[config.mk]
export PLATFORM = sky130hd
export DESIGN_NAME = bit_serializer
export DESIGN_NICKNAME = d
export VERILOG_FILES = /design/src/rtl/bit_serializer.sv
export SDC_FILE = /design/constraint.sdc
export NUM_CORES = 1
export LEC_CHECK = 0
export CORE_MARGIN = 10
export CORE_UTILIZATION = 44
export CTS_BUF_LIST = sky130_fd_sc_hd__clkbuf_16
export DETAILED_ROUTE_END_ITERATION = 8
export GPL_ROUTABILITY_DRIVEN = 0
export PLACE_DENSITY = 0.69
export SLEW_MARGIN = 20
export SYNTH_ARGS = -nofsm -noshare
export SYNTH_HDL_FRONTEND = slang
export SYNTH_SLANG_ARGS = --single-unit
export TNS_END_PERCENT = 100
[constraint.sdc]
create_clock -name clk -period 1.9 [get_ports clk]
set_clock_uncertainty 0.1 [all_clocks]
set_input_delay 0.38 -clock clk [delete_from_list [all_inputs] [get_ports clk]]
set_output_delay 0.38 -clock clk [all_outputs]
set_load 0.01 [all_outputs]
[src/rtl/bit_serializer.sv]
// Parallel-to-serial shifter: one bit per cycle, first bit one cycle after the handshake, then GAP_CYCLES idle cycles.
// data_ready is high only in IDLE, so upstream must hold the word until it is accepted.
module bit_serializer #(
  parameter int unsigned DATA_W     = 8,
  parameter bit          MSB_FIRST  = 1'b1,
  parameter int unsigned GAP_CYCLES = 2
) (
  input  logic              clk,
  input  logic              rst,
  input  logic [DATA_W-1:0] data_in,
  input  logic              data_valid,
  output logic              data_ready,
  output logic              ser_bit,
  output logic              bit_valid,
  output logic              busy,
  output logic              done
);

  localparam int unsigned     CNT_W    = $clog2(DATA_W);
  localparam logic [CNT_W-1:0] BIT_LAST = CNT_W'(DATA_W - 1);
  localparam logic [3:0]      GAP_LAST = (GAP_CYCLES > 0) ? 4'(GAP_CYCLES - 1) : 4'd0;

  typedef enum logic [1:0] {
    IDLE  = 2'd0,
    SHIFT = 2'd1,
    GAP   = 2'd2
  } state_t;

  state_t              state_q;
  logic [DATA_W-1:0]   shreg_q;
  logic [CNT_W-1:0]    bit_cnt_q;
  logic [3:0]          gap_cnt_q;
  logic [DATA_W-1:0]   shreg_d;
  logic                head_bit;

  assign head_bit = MSB_FIRST ? shreg_q[DATA_W-1] : shreg_q[0];
  assign shreg_d  = MSB_FIRST ? {shreg_q[DATA_W-2:0], 1'b0} : {1'b0, shreg_q[DATA_W-1:1]};

  always_ff @(posedge clk or negedge rst) begin
    if (!rst) begin
      state_q   <= IDLE;
      shreg_q   <= '0;
      bit_cnt_q <= '0;
      gap_cnt_q <= '0;
    end else begin
      case (state_q)
        IDLE: begin
          if (data_valid) begin
            shreg_q   <= data_in;
            bit_cnt_q <= '0;
            state_q   <= SHIFT;
          end
        end
        SHIFT: begin
          shreg_q <= shreg_d;
          if (bit_cnt_q == BIT_LAST) begin
            gap_cnt_q <= '0;
            state_q   <= (GAP_CYCLES > 0) ? GAP : IDLE;
          end else begin
            bit_cnt_q <= bit_cnt_q + CNT_W'(1);
          end
        end
        GAP: begin
          if (gap_cnt_q == GAP_LAST) begin
            state_q <= IDLE;
          end else begin
            gap_cnt_q <= gap_cnt_q + 4'd1;
          end
        end
        default: state_q <= IDLE;
      endcase
    end
  end

  // data_ready is also gated by rst so it reads 0 while reset is held.
  assign data_ready = rst && (state_q == IDLE);
  assign bit_valid  = (state_q == SHIFT);
  assign ser_bit    = bit_valid && head_bit;
  assign busy       = (state_q != IDLE);
  assign done       = bit_valid && (bit_cnt_q == BIT_LAST);

endmodule

==> flow_summary.yaml, run 1 <==
finish:
  diodes: 0
  area_growth_pct: 39.3
  drive_gt1_share_pct: 20.4
  fin_nets: 129
  fin_cells: 138
  fill_cells: 166
  multiInputGateArea_sq_um: 410
  layout_common_cells: "16 x dfrtp_1, 13 x buf_4, 10 x clkdlybuf4s50_1, 8 x o21ai_0, 7 x a22oi_1"
  regArea_sq_um: 427
  final_common_cell: "dfrtp_1"
clock_tree:
  numCtsBuffers: 3
  cts-root-buf: "clkbuf_16"
  clock_path_buffers: 2
  ctsHoldBuffers: 0
  cts_tree: "yes"
  cts_max_level: 1
  clkLatencyLatePin_ns: 0.25
  clkSinkCount: 17
  path_clk_slew_ns: 0.05
job:
  maxCapViolations: 0
synth:
  synth_area_leaders: "dfrtp_1 49%, a22oi_1 6.1%, ha_1 5.8%, o21ai_0 4.6%, nor2b_1 3.6%"
  yosysTopAreaCell: "dfrtp_1"
  yosys_warnings: 0
  synthesis.area_sq_um: 866
  ys_seq_elements: 17
  syn_nets: 99
  synth_top_area_share_pct: 49.1
  synth_area_per_cell_sq_um: 10.3
  ys_seq_area_share_pct: 49.1
  ys_types: 29
  syn_inst: 84
outcome:
  status: "finished clean"
sta:
  finalMaxSlewViolations: 0
  hold_slack_ns: 0.378
  setup_viol: 0
  timing.slew.headroom_pct: 54.5
  fin_ws_ns: 0.0893
  period_share_pct: 95.3
  fmax_ghz: 0.552
  period_needed_ns: 1.81
  rsz0062_at_grt: "false"
  tightestPinTransition_ns: 0.681
  setup_tns_ns: 0
  hold_viol: 0
route:
  ant_nets: 0
  finalWirelength_mm: 2.01
  drc_errors: 0
  drtIter0Drc: 25
  viasPerCell: 5.23
  wl_per_cell_um: 14.6
  vias: 722
  first_pass_iters: 4
place:
  place.detailed.hpwl_mm: 1.49
  place_inst: 132
  portBuffers: 15
  pre_cts_ws_ns: -0.177
pwr:
  finalPower_mw: 1.76
  power.density_nw_per_um2: 1460
  peakVddDrop_mv: 1.35
  leakagePower_nw: 0.558
floorplanning:
  start_util_pct: 48.1
  rows: 15
  die_h_um: 64.4
  die_area_sq_um: 4140
  core_area_sq_um: 1800
  io_pins: 16
  die_w_um: 64.4
grt:
  antenna_found_initial: 0
  grt.total_usage_pct: 10.0
  grt_max_degree: 18
  grt_pass1_vias: 734
  grt_overflow_total: 0
  grt_pass1_wl_mm: 3.33
setup_path:
  endpoint_kind: "primary output"
  crit_path_cell_trace: "or2_2 > nor2_1 > clkdlybuf4s15_1"
  cp_data_arrival_time_ns: 1.33
  start_kind: "register"
  critPathRequiredTime_ns: 1.42
  path_max_fanout: 3
  crit_type: "register to primary output"
  slowest_stage: "dfrtp_2"
  max_stage_delay_ns: 0.44
hold_path:
  min_path_type: "register to register"
[final timing paths]
kind / startpoint / end / slack [ns] / depth (start not counted)
setup / recovery: state_q[1]$_DFFE_PN0P_ / data_ready / 0.09 / 3
hold / removal: shreg_q[2]$_DFFE_PN0P_ / shreg_q[2]$_DFFE_PN0P_ / 0.38 / 2
setup reg to reg: gap_cnt_q[1]$_DFFE_PN0P_ / gap_cnt_q[2]$_DFFE_PN0P_ / 0.20 / 5
hold reg to reg: shreg_q[2]$_DFFE_PN0P_ / shreg_q[2]$_DFFE_PN0P_ / 0.38 / 2
max in group asynchronous: rst / state_q[1]$_DFFE_PN0P_ / 1.05 / 2
min in group asynchronous: rst / shreg_q[7]$_DFFE_PN0P_ / 0.44 / 2
[cell type report]
type,instances,area share [%]
Clock inverter,1,0.415
Timing Repair Buffer,28,19.8
Inverter,5,1.56
Sequential cell,17,35.4
Multi-Input combinational cell,59,34.0
Tap cell,25,2.59
Clock buffer,3,6.22
[cells by family (layout without fill, tap and decap cells)]
group                    count (synthesis)  in the layout  share of synthesized area (%)
AO/OA/AOI/OAI                           29             29                           22.7
adder cells (fa/ha/maj)                  4              4                           5.78
buffers and inverters                    8             37                           4.34
flip-flops                              17             17                           49.1
multiplexers                             1              1                           1.30
AND/OR/NAND/NOR                         25             25                           16.8
[report_power, final]
| part | switching [mW] | internal, mW | total [mW] |
|---|---|---|---|
| combinational | 0.346 | 0.391 | 0.737 |
| clock | 0.138 | 0.282 | 0.420 |
| sequential | 0.0985 | 0.502 | 0.600 |
[cells in the mapped netlist (all sizes together)]
cell,instances
o21ai,8
nor3,1
nor2,1
nand2,4
or2,1
a22o,2
and2,1
nor2b,5
dfrtp,17
nand3,3
a22oi,7
clkbuf,2
and2b,2
nor3b,1
a32o,1
ha,4
nand2b,3
o211ai,2
nand3b,1
o21bai,2
a21oi,3
a211oi,1
a31o,1
buf,1
nand4,1
inv,5
or4,1
mux2,1
o31ai,2
[worst max-delay path: cells and delay by family (launching register included)]
family | cells | cell delay, ns
DFF | 1 | 0.44
and+or+nand+nor | 2 | 0.39
buffers and inverters | 1 | 0.25
[per-layer routing]
metal	routed length, um	vias up	global-route usage [%]
li1	-	363	-
met1	925	343	11.0
met2	946	14	16.9
met3	130	2	5.05
met4	12	0	2.41
met5	0	-	0
[stage by stage]
| step | utilization [%] | area, sq um |
|---|---|---|
| 2_1_floorplan | - | 866 |
| 3_5_place_dp | 61.7 | 1110 |
| 4_1_cts | 66.7 | 1200 |
| 6_report | 66.9 | 1210 |
| 3_3_place_gp | 61.7 | 1110 |
| 5_1_grt | 66.9 | 1210 |
[sequential cells by signal (all words and copies together) (netlist names)]
name and cells:
bit_cnt_q 3, shreg_q 8, state_q 2, gap_cnt_q 4
[timing repair]
action	4_1_cts	5_1_grt
cloned	0	0
resized for setup	8	3
pin swaps	0	1
buffers inserted	1	1
endpoints found under the setup margin	5	2
(Power assumes the default switching activity.)
==> inputs of run 2 (changes only) <==
--- a/config.mk
+++ b/config.mk
@@ -6,11 +6,12 @@
 export NUM_CORES = 1
 export LEC_CHECK = 0
 export CORE_MARGIN = 10
-export CORE_UTILIZATION = 44
+export CORE_UTILIZATION = 49
 export CTS_BUF_LIST = sky130_fd_sc_hd__clkbuf_16
 export DETAILED_ROUTE_END_ITERATION = 8
 export GPL_ROUTABILITY_DRIVEN = 0
-export PLACE_DENSITY = 0.69
+export GPL_TIMING_DRIVEN = 1
+export PLACE_DENSITY = 0.76
 export SLEW_MARGIN = 20
 export SYNTH_ARGS = -nofsm -noshare
 export SYNTH_HDL_FRONTEND = slang
==> run 2 against run 1 <==
Worst hold slack gained 0.016 ns. Via count fell by 0.14%. Sequential share of layout area rose by 0.30 points. Highest routed layer unchanged.
==> flow_summary.yaml, run 2 (synthesis gave the netlist of run 1 again) <==
floorplanning:
  die_area_sq_um: 3850
  die_w_um: 62.0
  rows: 15
  start_util_pct: 50.7
  core_area_sq_um: 1710
  io_pins: 16
  die_h_um: 62.0
finish:
  area_growth_pct: 38.2
  fill_cells: 129
  fin_cells: 136
  final_util_pct: 70.0
  largest_reg_flops: 8
  drive_gt1_share_pct: 20.7
  layout_common_cells: "16 x dfrtp_1, 11 x clkdlybuf4s50_1, 11 x buf_4, 8 x o21ai_0, 7 x a22oi_1"
  final_common_cell: "dfrtp_1"
  fin_area_sq_um: 1200
  diodes: 0
  top_register: "shreg_q"
  reg.largest.list: "shreg_q (8), gap_cnt_q (4), bit_cnt_q (3)"
  fin_nets: 127
hold_path:
  min_path_type: "register to register"
route:
  first_pass_iters: 4
  wl_per_cell_um: 13.4
  drtIter0Drc: 16
  drc_errors: 0
  ant_nets: 0
  finalWirelength_mm: 1.83
  viasPerCell: 5.30
  vias: 721
clock_tree:
  clock_path_buffers: 2
  cts_tree: "yes"
  ctsHoldBuffers: 0
  path_clk_slew_ns: 0.05
  clkSinkCount: 17
  cts-root-buf: "clkbuf_16"
  cts_max_level: 1
  numCtsBuffers: 3
  clkLatencyLatePin_ns: 0.25
place:
  place.detailed.hpwl_mm: 1.39
  portBuffers: 15
  post_dp_cell_area_sq_um: 1100
  place_inst: 131
  pre_cts_ws_ns: -0.111
setup_path:
  r2r_setup_slack_ns: 0.27
  endpoint: "bit_valid"
  crit_type: "register to primary output"
  crit_start: "state_q[0]$_DFFE_PN0P_"
  critPathRequiredTime_ns: 1.42
  endpoint_kind: "primary output"
  start_kind: "register"
  path_max_fanout: 4
  r2r-start: "state_q[0]$_DFFE_PN0P_"
  cp_data_arrival_time_ns: 1.37
  r2r_end: "gap_cnt_q[3]$_DFFE_PN0P_"
  max_stage_delay_ns: 0.55
  slowest_stage: "clkdlybuf4s50_1"
  crit_path_cell_trace: "nor2b_4 > clkdlybuf4s50_1"
  reg2regPathDepth: 4
sta:
  tightestPinTransition_ns: 0.379
  period_share_pct: 97.3
  finalMaxSlewViolations: 0
  hold_viol: 0
  period_needed_ns: 1.85
  fmax_ghz: 0.541
  setup_viol: 0
  fin_ws_ns: 0.0518
  rsz0062_at_grt: "false"
  timing.slew.headroom_pct: 74.7
pwr:
  share_comb_of_total_power_pct: 41.4
  netSwitchingFraction_pct: 32.5
  clock_power_share_pct: 23.9
  power.density_nw_per_um2: 1450
  leakagePower_nw: 0.548
  finalPower_mw: 1.74
  power.internal_mw: 1.17
  seqPwrFrac_pct: 34.6
  peakVddDrop_mv: 0.792
  power.switching_uw: 564
grt:
  grt.total_usage_pct: 11.0
  grt_pass1_vias: 720
  grt_overflow_total: 0
  grt_max_degree: 18
  antenna_found_initial: 0
  grt_pass1_wl_mm: 3.16
outcome:
  status: "finished clean"
job:
  maxCapViolations: 0
## run 2: area by class of cell
cell class / instances / area [sq um] / share of cell area (%)
Multi-Input combinational cell: 59 / 415 / 34.7
Clock buffer: 3 / 75.1 / 6.28
Sequential cell: 17 / 427 / 35.7
Clock inverter: 1 / 5.00 / 0.418
Timing Repair Buffer: 26 / 224 / 18.7
Tap cell: 25 / 31.3 / 2.62
Inverter: 5 / 18.8 / 1.57
## run 2: critical path, delay by kind of cell, from the launching register on
family	cells	cell delay, ns
flops	1	0.39
buf+inv	1	0.55
simple gates	1	0.18
## run 2: how the worst min path moves through the flow
stage                                     endpoint  slack [ns]                    from  cells after the start
after floorplan           bit_cnt_q[0]$_DFFE_PN0P_       -0.02                     rst                      0
after global placement      shreg_q[2]$_DFFE_PN0P_        0.37  shreg_q[2]$_DFFE_PN0P_                      2
after detailed placement    shreg_q[1]$_DFFE_PN0P_        0.38  shreg_q[1]$_DFFE_PN0P_                      2
after CTS                   shreg_q[2]$_DFFE_PN0P_        0.40                     rst                      2
after global routing        shreg_q[1]$_DFFE_PN0P_        0.41  shreg_q[1]$_DFFE_PN0P_                      2
final                       shreg_q[5]$_DFFE_PN0P_        0.39  shreg_q[5]$_DFFE_PN0P_                      2
## run 2: stage by stage
step	hold WS [ns]	TNS, ns
after floorplan	-0.0156	0
after global placement	0.366	-0.102
after detailed placement	0.384	-0.111
after CTS	0.396	0
after global routing	0.413	0
final	0.394	0
## run 2: power groups by stage
stage	sequential, mW	combinational (mW)	clock, mW
after floorplan	0.578	0.435	0
after global placement	0.597	0.700	0
after detailed placement	0.603	0.718	0
after CTS	0.600	0.725	0.423
after global routing	0.615	0.817	0.444
final	0.601	0.719	0.416
## run 2: per-layer routing
layer	track usage, %	part of all wire, %
met1	11.7	45
met2	19.2	46
met3	3.05	7.8
met4	5.73	1.1
met5	0	0
## run 2: what timing repair did
action,in CTS,in global routing
setup endpoints to repair,5,1
buffers inserted,1,0
resized for setup,10,2
pin swaps,1,1
